===== src/rtl/mux_arb_pkg.sv =====
// Shared constants, state type and helpers for the mux round-robin arbiter.
package mux_arb_pkg;

  localparam int unsigned NUM_REQ = 4;
  localparam int unsigned SEL_W   = 2;

  typedef enum logic [0:0] {
    IDLE,
    GRANT
  } arb_state_t;

  function automatic logic [SEL_W-1:0] onehot_to_idx(input logic [NUM_REQ-1:0] oh);
    logic [SEL_W-1:0] idx;
    idx = '0;
    for (int i = 0; i < NUM_REQ; i++) begin
      if (oh[i]) idx = SEL_W'(i);
    end
    return idx;
  endfunction

endpackage


===== src/rtl/rr_pick.sv =====
// Combinational round-robin picker: first set request bit after the pointer, with wrap.
module rr_pick
  import mux_arb_pkg::*;
(
  input  logic [NUM_REQ-1:0] req,
  input  logic [SEL_W-1:0]   pointer,
  output logic               any,
  output logic [SEL_W-1:0]   idx
);

  logic [SEL_W-1:0] cand;

  // Scan from the farthest offset down so the nearest candidate is assigned last and wins.
  always_comb begin
    any  = 1'b0;
    idx  = pointer;
    cand = pointer;
    for (int i = NUM_REQ; i >= 1; i--) begin
      cand = pointer + SEL_W'(i);
      if (req[cand]) begin
        any = 1'b1;
        idx = cand;
      end
    end
  end

endmodule


===== config.mk =====
export PLATFORM = sky130hd
export DESIGN_NAME = rr_pick
export DESIGN_NICKNAME = d
export VERILOG_FILES = /design/src/rtl/mux_arb_pkg.sv /design/src/rtl/rr_pick.sv
export SDC_FILE = /design/constraint.sdc
export NUM_CORES = 1
export LEC_CHECK = 0
export BUFFER_PORTS_ARGS = -buffer_cell sky130_fd_sc_hd__buf_2
export CAP_MARGIN = 15
export CELL_PAD_IN_SITES_DETAIL_PLACEMENT = 2
export CELL_PAD_IN_SITES_GLOBAL_PLACEMENT = 2
export CORE_AREA = 5 5 42 44
export DETAILED_ROUTE_END_ITERATION = 10
export DIE_AREA = 0 0 47 49
export GPL_TIMING_DRIVEN = 0
export PLACE_DENSITY_LB_ADDON = 0.08
export SYNTH_ARGS = -nofsm -noshare
export SYNTH_HDL_FRONTEND = slang
export SYNTH_SLANG_ARGS = --single-unit

===== constraint.sdc =====
create_clock -name vclk -period 0.8
set_input_delay 0.16 -clock vclk [all_inputs]
set_output_delay 0.16 -clock vclk [all_outputs]
set_load 0.05 [all_outputs]

==> results.toml, run 1 <==
[timing]
holdWs_ps = 653
final_hold_viol_count = 0
max_freq_mhz = 894
tightest_slew_ps = 217
grt_setup_unrepaired = "true"
slew_headroom = 0.855
slew_violations = 0
finalCritPeriodShare = 1.40
worst_slack_ps = -318
period_minus_slack_ps = 1120
setup_viol = 3

[die]
die_area_um2 = 2300
fp.dieW_um = 47
core.rowCount = 14
die_y_um = 49
start_util = 0.0589
num_io_pins = 9
core_area_um2 = 1400

[detailed_routing]
ant_nets = 0
drt_first_pass_iters = 1
avgViaCountPerCell = 3.63
drtIter0Drc = 0
num_vias = 149
wl_um = 489
drcViolationCount = 0
wl_per_cell_um = 11.9

[final_layout]
nNetsFinal = 33
seq_area_um2 = 0
syn2layout_area_growth_pct = 214
drive_above_1_share = 0.720
most-common-layout-cells = "4 x buf_6, 3 x inv_1, 3 x buf_8, 3 x buf_4"
utilization = 0.185
nFillCells = 175
n_sequential_cell = 0
final_common_cell = "buf_6"
n_antenna_cell = 0
nClkBuffers = 0

[yosys]
postSynthCellCount = 14
synth_warnings = 0
ys_seq_area_frac = 0
synth_fp_nets = 20
syn_area_um2 = 82.6
synth_cell_types = 11
avgSynthCellArea_um2 = 5.90

[worst_setup_path]
cp.required_ps = 640
path_class = "input port to output pin"
crit_chain = "buf_2 > inv_1 > o22ai_1 > a221o_2 > buf_8"
crit_path_top_delay_cell = "a221o_2"
cp.arrival_ps = 960
setup.worst_path.end_class = "output pin"
slowest_delay_ps = 360
path_max_fanout = 3
cp-start-kind = "input port"

[place]
port_buffers = 9
place_ws_ps = -435
place.gp.congestion = 0.632

[global_route]
grt_max_degree = 7
grt_overflow = 0
gr-usage-all-layers = 0.0463
grt_pass1_vias = 203
grt_first_pass_wirelength_um = 862
antenna_found_initial = 0

[min_path]
hp-class = "input port to output pin"

[power]
power_per_cell_area_nw_per_um2 = 719
total_power_mw = 0.186
irDropWorstVdd_mv = 0.148
p_leak_nw = 0.115

[run]
drv_cap = 0

[status]
violations = "setup timing"
status = "finished, violations left"

[clocking]
cts_hold_buffers = 0
## synth_stat cells
cell type  number  area, µm²
mux2i_1         1       10.0
a21oi_1         2       10.0
or4_1           1       7.51
nor2_1          1       3.75
a31oi_1         1       6.26
o22ai_1         1       6.26
inv_1           3       11.3
a221o_1         1       10.0
nor3_1          1       5.00
nor2b_1         1       6.26
nand2b_1        1       6.26
## power breakdown
group / switching [mW] / leakage (nW) / internal [mW]
Sequential: 0 / 0 / 0
Combinational: 0.0966 / 0.115 / 0.0896
Clock: 0 / 0 / 0
## cell families after synthesis
kind of cell | count (synthesis) | synth area share
mux | 1 | 0.121
buf+inv | 3 | 0.136
simple gates | 5 | 0.349
compound gates | 5 | 0.394
## cell type report
type / instances / area (µm²) / share of cell area
Tap cell: 16 / 20.0 / 0.0773
Inverter: 3 / 11.3 / 0.0435
Multi-Input combinational cell: 11 / 110 / 0.425
Timing Repair Buffer: 11 / 118 / 0.454
## stage by stage
step,instance area [µm²],setup TNS [ps],cells
floorplan,98.8,-347,14
global placement,164,-1140,39
detailed placement,164,-1150,39
CTS,246,-925,41
global route,259,-999,41
finish,259,-882,41
## repair_timing
item                       in CTS  in global routing
resized for setup              19                  2
setup endpoints to repair       3                  3
pin swaps                       3                  2
buffers inserted                2                  0
## path summary, 6_finish.rpt
| check | endpoint | cells past startpoint | startpoint | slack (ps) |
|---|---|---|---|---|
| max | idx[0] | 5 | pointer[0] | -320 |
| min | any | 3 | req[2] | 650 |
## worst max-delay path, delay by kind of cell
| kind | cells | cell delay (ps) |
|---|---|---|
| AO/OA/AOI/OAI | 2 | 430 |
| buffers and inverters | 3 | 370 |
## metal layers
| metal | track usage | part of all wire | vias to the layer above |
|---|---|---|---|
| met5 | 0 | 0 | - |
| met4 | 0 | 0 | 0 |
| li1 | - | - | 74 |
| met2 | 0.0950 | 0.60 | 3 |
| met3 | 0.00738 | 0.029 | 0 |
| met1 | 0.0478 | 0.37 | 72 |
Power figures use the tool's default switching activity.
==> run 2, diff against run 1 <==
ABC_AREA = 1   (was default)
==> run 2 against run 1 <==
  * The run still ends with setup timing left
  * Global-route usage up 3.2 points
  * Hold slack better by 120 ps
  * Highest routed layer unchanged
  * Critical path type unchanged
  * Die area did not move
  * First-iteration DRC count stayed put
  * Synthesized area grew to 2.6 times the previous value
  * Synthesized cell count grew to 3.3 times the previous value
==> results.toml, run 2 <==
[yosys]
synth_fp_nets = 52
yosys.cell_count.top_type = "nand2_1"
synthMuxAreaShare = 0
netlist_top_cells_area = "nand2_1 40%, inv_1 12%, nand2_2 8.8%"
postSynthCellCount = 46
synth_top_family_by_area = "simple AND/OR/NAND/NOR gates"
ys_seq_area_frac = 0
synth-xor-area-share = 0
synth_cell_types = 14
synth-simple-area-share = 0.632
synth_warnings = 0
ys_top_cells_by_count = "23 x nand2_1, 7 x inv_1, 3 x nand2_2"
syn_area_um2 = 214
synthAdderAreaFrac = 0
synth_top_area_cell = "nand2_1"
synth_compound_area_frac = 0.146
synth_top_area_share = 0.404
avgSynthCellArea_um2 = 4.65

[worst_setup_path]
path_class = "input port to output pin"
cp.required_ps = 640
setup.worst_path.end_class = "output pin"
path_max_fanout = 6
cp.arrival_ps = 1080
critical_path.startpoint = "pointer[0]"
cp-start-kind = "input port"

[detailed_routing]
ant_nets = 0
drt_first_pass_iters = 1
wl_per_cell_um = 11.2
drcViolationCount = 0
num_vias = 327
avgViaCountPerCell = 4.36
drtIter0Drc = 0
wl_um = 840

[power]
total_power_mw = 0.412
p_leak_nw = 0.264
power_per_cell_area_nw_per_um2 = 808
irDropWorstVdd_mv = 0.225

[die]
num_io_pins = 9
fp.dieW_um = 47
core_area_um2 = 1400
core.rowCount = 14
start_util = 0.153
die_y_um = 49
die_area_um2 = 2300

[min_path]
worstHoldStart = "pointer[0]"
hold_end = "idx[0]"
hp-class = "input port to output pin"
holdPathStages = 5

[timing]
slew_headroom = 0.860
max_freq_mhz = 805
final_hold_viol_count = 0
holdWs_ps = 772
grt_setup_unrepaired = "true"
setup_viol = 3
worst_slack_ps = -442
period_minus_slack_ps = 1240
tightest_slew_ps = 209
finalCritPeriodShare = 1.55
slew_violations = 0

[final_layout]
syn2layout_area_growth_pct = 138
seq_area_um2 = 0
nClkBuffers = 0
drive_above_1_share = 0.780
instances_no_fill = 75
final_common_cell = "nand2_2"
finalInstanceArea_um2 = 509
most-common-layout-cells = "10 x nand2_2, 9 x nand2_4, 7 x nand2_1"
n_antenna_cell = 0
nFillCells = 168
nNetsFinal = 67
n_sequential_cell = 0
utilization = 0.363

[place]
place_area_um2 = 318
dp.cells = 70
port_buffers = 8
dp_hpwl_um = 640
place.gp.congestion = 0.718

[status]
violations = "setup timing"
status = "finished, violations left"

[global_route]
grt_pass1_vias = 339
gr-usage-all-layers = 0.0779
grt_overflow = 0
antenna_found_initial = 0
grt_first_pass_wirelength_um = 1410
grt_max_degree = 7

[run]
drv_cap = 0
-- run 2: timing repair --
item | 4_1_cts | 5_1_grt
setup buffers | 3 | 1
hold buffers | 0 | 0
pin swaps | 12 | 13
resized for setup | 23 | 22
endpoints found under the setup margin | 3 | 3
gates cloned | 1 | 0
-- run 2: through the flow --
step | setup TNS, ps | setup WS (ps)
6_report | -1130 | -442
5_1_grt | -1380 | -531
4_1_cts | -1140 | -465
3_5_place_dp | -1680 | -615
3_3_place_gp | -1630 | -590
2_1_floorplan | -1240 | -428
-- run 2: how the worst max path moves through the flow --
| stage | end | cells after the start | slack, ps |
|---|---|---|---|
| after floorplan | any | 8 | -430 |
| after global placement | idx[1] | 9 | -590 |
| after detailed placement | idx[0] | 12 | -620 |
| after CTS | idx[0] | 12 | -460 |
| after global routing | idx[0] | 12 | -530 |
| final | idx[0] | 11 | -440 |
-- run 2: worst max-delay path, cell delays in order --
cell	delay [ps]
buf_12	110
clkinv_8	70
nand2_2	80
nand2_4	60
nand2_1	90
nand2_2	50
inv_2	60
nand3_1	90
nand2_2	90
clkinvlp_4	80
buf_8	150
-- run 2: area by class of cell --
type               instances  area (µm²)  share of cell area
multi-input cells         36         279               0.548
repair buffers            13         133               0.260
inverters                  9        57.6               0.113
plain buffers              1        20.0              0.0393
well taps                 16        20.0              0.0393
-- run 2: cell families (layout without fill, tap and decap cells) --
logic type,Yosys count,count (layout)
buffers and inverters,10,23
AO/OA/AOI/OAI,5,5
AND/OR/NAND/NOR,31,31
-- run 2: layer usage --
metal | vias to the layer above | share of wire | track usage
met5 | - | 0 | 0
met1 | 151 | 0.41 | 0.104
met3 | 0 | 0.048 | 0.00738
li1 | 169 | - | -
met4 | 0 | 0 | 0
met2 | 7 | 0.54 | 0.138
-- run 2: power by group --
group          switching [mW]  leakage, nW  internal (mW)
registers                   0            0              0
logic                   0.237        0.264          0.175
clock network               0            0              0
==> run 3, diff against run 2 <==
clock period = 1.51 ns   (was 0.8 ns; I/O delays follow)
==> run 3 against run 2 <==
  * The flow now finishes without violations
  * Global-route usage fell by 0.77 points
  * Die area did not move
  * Sequential share of layout area did not move
  * Clock-buffer cell count did not move
  * Utilization fell by 2.1 points
  * Via count fell by 3.7%
  * Cell area fell by 5.9%
  * Hold slack improved by 240 ps
  * Setup slack improved by 480 ps
  * Critical path depth rose by 1
  * Flip-flop and latch count did not move
  * Wire length rose by 4.4%
==> results.toml, run 3 (same netlist as run 2, synthesis figures left out) <==
[status]
status = "finished, final reports clean"

[worst_setup_path]
cp_num_buf_inv = 5
path_max_fanout = 6
path_class = "input port to output pin"
cp.required_ps = 1210
cp-start-kind = "input port"
slowest_delay_ps = 150
critical_path.top_delay_family = "buffers and inverters"
crit_path_top_delay_cell = "buf_6"
setup.worst_path.end_class = "output pin"
crit_chain = "buf_12 > clkinv_8 > nand2_2 > nand2_2 > nand2_2 > nand2_1 > inv_2 > nand2_1 > nand2_1 > nand2_1 > inv_1 > buf_6"
cp.arrival_ps = 1170
critPathMostFrequentCell = "nand2_1"

[final_layout]
most-common-layout-cells = "11 x nand2_1, 8 x nand2_2, 7 x nand2_4"
nClkBuffers = 0
n_sequential_cell = 0
utilization = 0.342
drive_above_1_share = 0.678
final_common_cell = "nand2_1"
instances_no_fill = 75
n_antenna_cell = 0
syn2layout_area_growth_pct = 124
seq_area_um2 = 0
nNetsFinal = 67

[detailed_routing]
avgViaCountPerCell = 4.20
drt_first_pass_iters = 2
wl_per_cell_um = 11.7
drcViolationCount = 0
drtIter0Drc = 2
wl_um = 877
ant_nets = 0
num_vias = 315

[timing]
finalCritPeriodShare = 0.974
holdWs_ps = 1010
slew_headroom = 0.836
max_freq_mhz = 680
grt_setup_unrepaired = "true"
final_hold_viol_count = 0
slew_violations = 0
tns_ps = 0
setup_viol = 0
period_minus_slack_ps = 1470
tightest_slew_ps = 248

[min_path]
hp-class = "input port to output pin"
worstHoldStart = "pointer[0]"
holdPathStages = 5
hold_end = "idx[0]"

[die]
core.rowCount = 14
fp.dieW_um = 47
num_io_pins = 9
die_area_um2 = 2300
die_y_um = 49
start_util = 0.153
core_area_um2 = 1400

[place]
port_buffers = 8
dp.cells = 70
dp_hpwl_um = 647
place.gp.congestion = 0.699

[run]
drv_cap = 0

[power]
power_per_cell_area_nw_per_um2 = 416
total_power_mw = 0.200
p_leak_nw = 0.260
irDropWorstVdd_mv = 0.0993

[global_route]
grt_max_degree = 11
grt_overflow = 0
antenna_found_initial = 0
grt_first_pass_wirelength_um = 1310
gr-usage-all-layers = 0.0702
grt_pass1_vias = 330
[run 3: stage by stage]
stage	worst slack (ps)	cell area (µm²)
after global routing	-59.9	479
after CTS	-4.88	334
final	39.2	479
after detailed placement	-197	297
after global placement	-166	297
after floorplan	-25.2	236
[run 3: where the power goes]
part	switching, mW	total (mW)	internal (mW)
clock network	0	0	0
registers	0	0	0
logic	0.117	0.200	0.0824
[run 3: routing by layer]
layer  track usage  wire length (µm)
met1        0.0913               366
met4             0                 0
met5             0                 0
met3             0                41
met2         0.131               469
[run 3: worst max-delay path by stage]
stage / endpoint / slack (ps) / depth (start not counted) / start
after global placement: idx[1] / -170 / 9 / pointer[1]
after floorplan: idx[0] / -30 / 8 / pointer[0]
after CTS: idx[0] / -5 / 12 / pointer[0]
after global routing: idx[0] / -60 / 12 / pointer[0]
final: idx[0] / 40 / 12 / pointer[0]
after detailed placement: idx[1] / -200 / 9 / pointer[1]
[run 3: timing repair]
item / 4_1_cts / 5_1_grt
resized for setup: 13 / 27
gates cloned: 0 / 1
hold buffers: 0 / 0
setup buffers: 0 / 4
endpoints found under the setup margin: 3 / 3
pin swaps: 1 / 13
[run 3: cell type report]
cell class                 instances  area, µm²
buffer                             1       20.0
fill                             171        922
inverter                           9       53.8
multi-input combinational         36        263
tap                               16       20.0
timing repair buffer              13        123
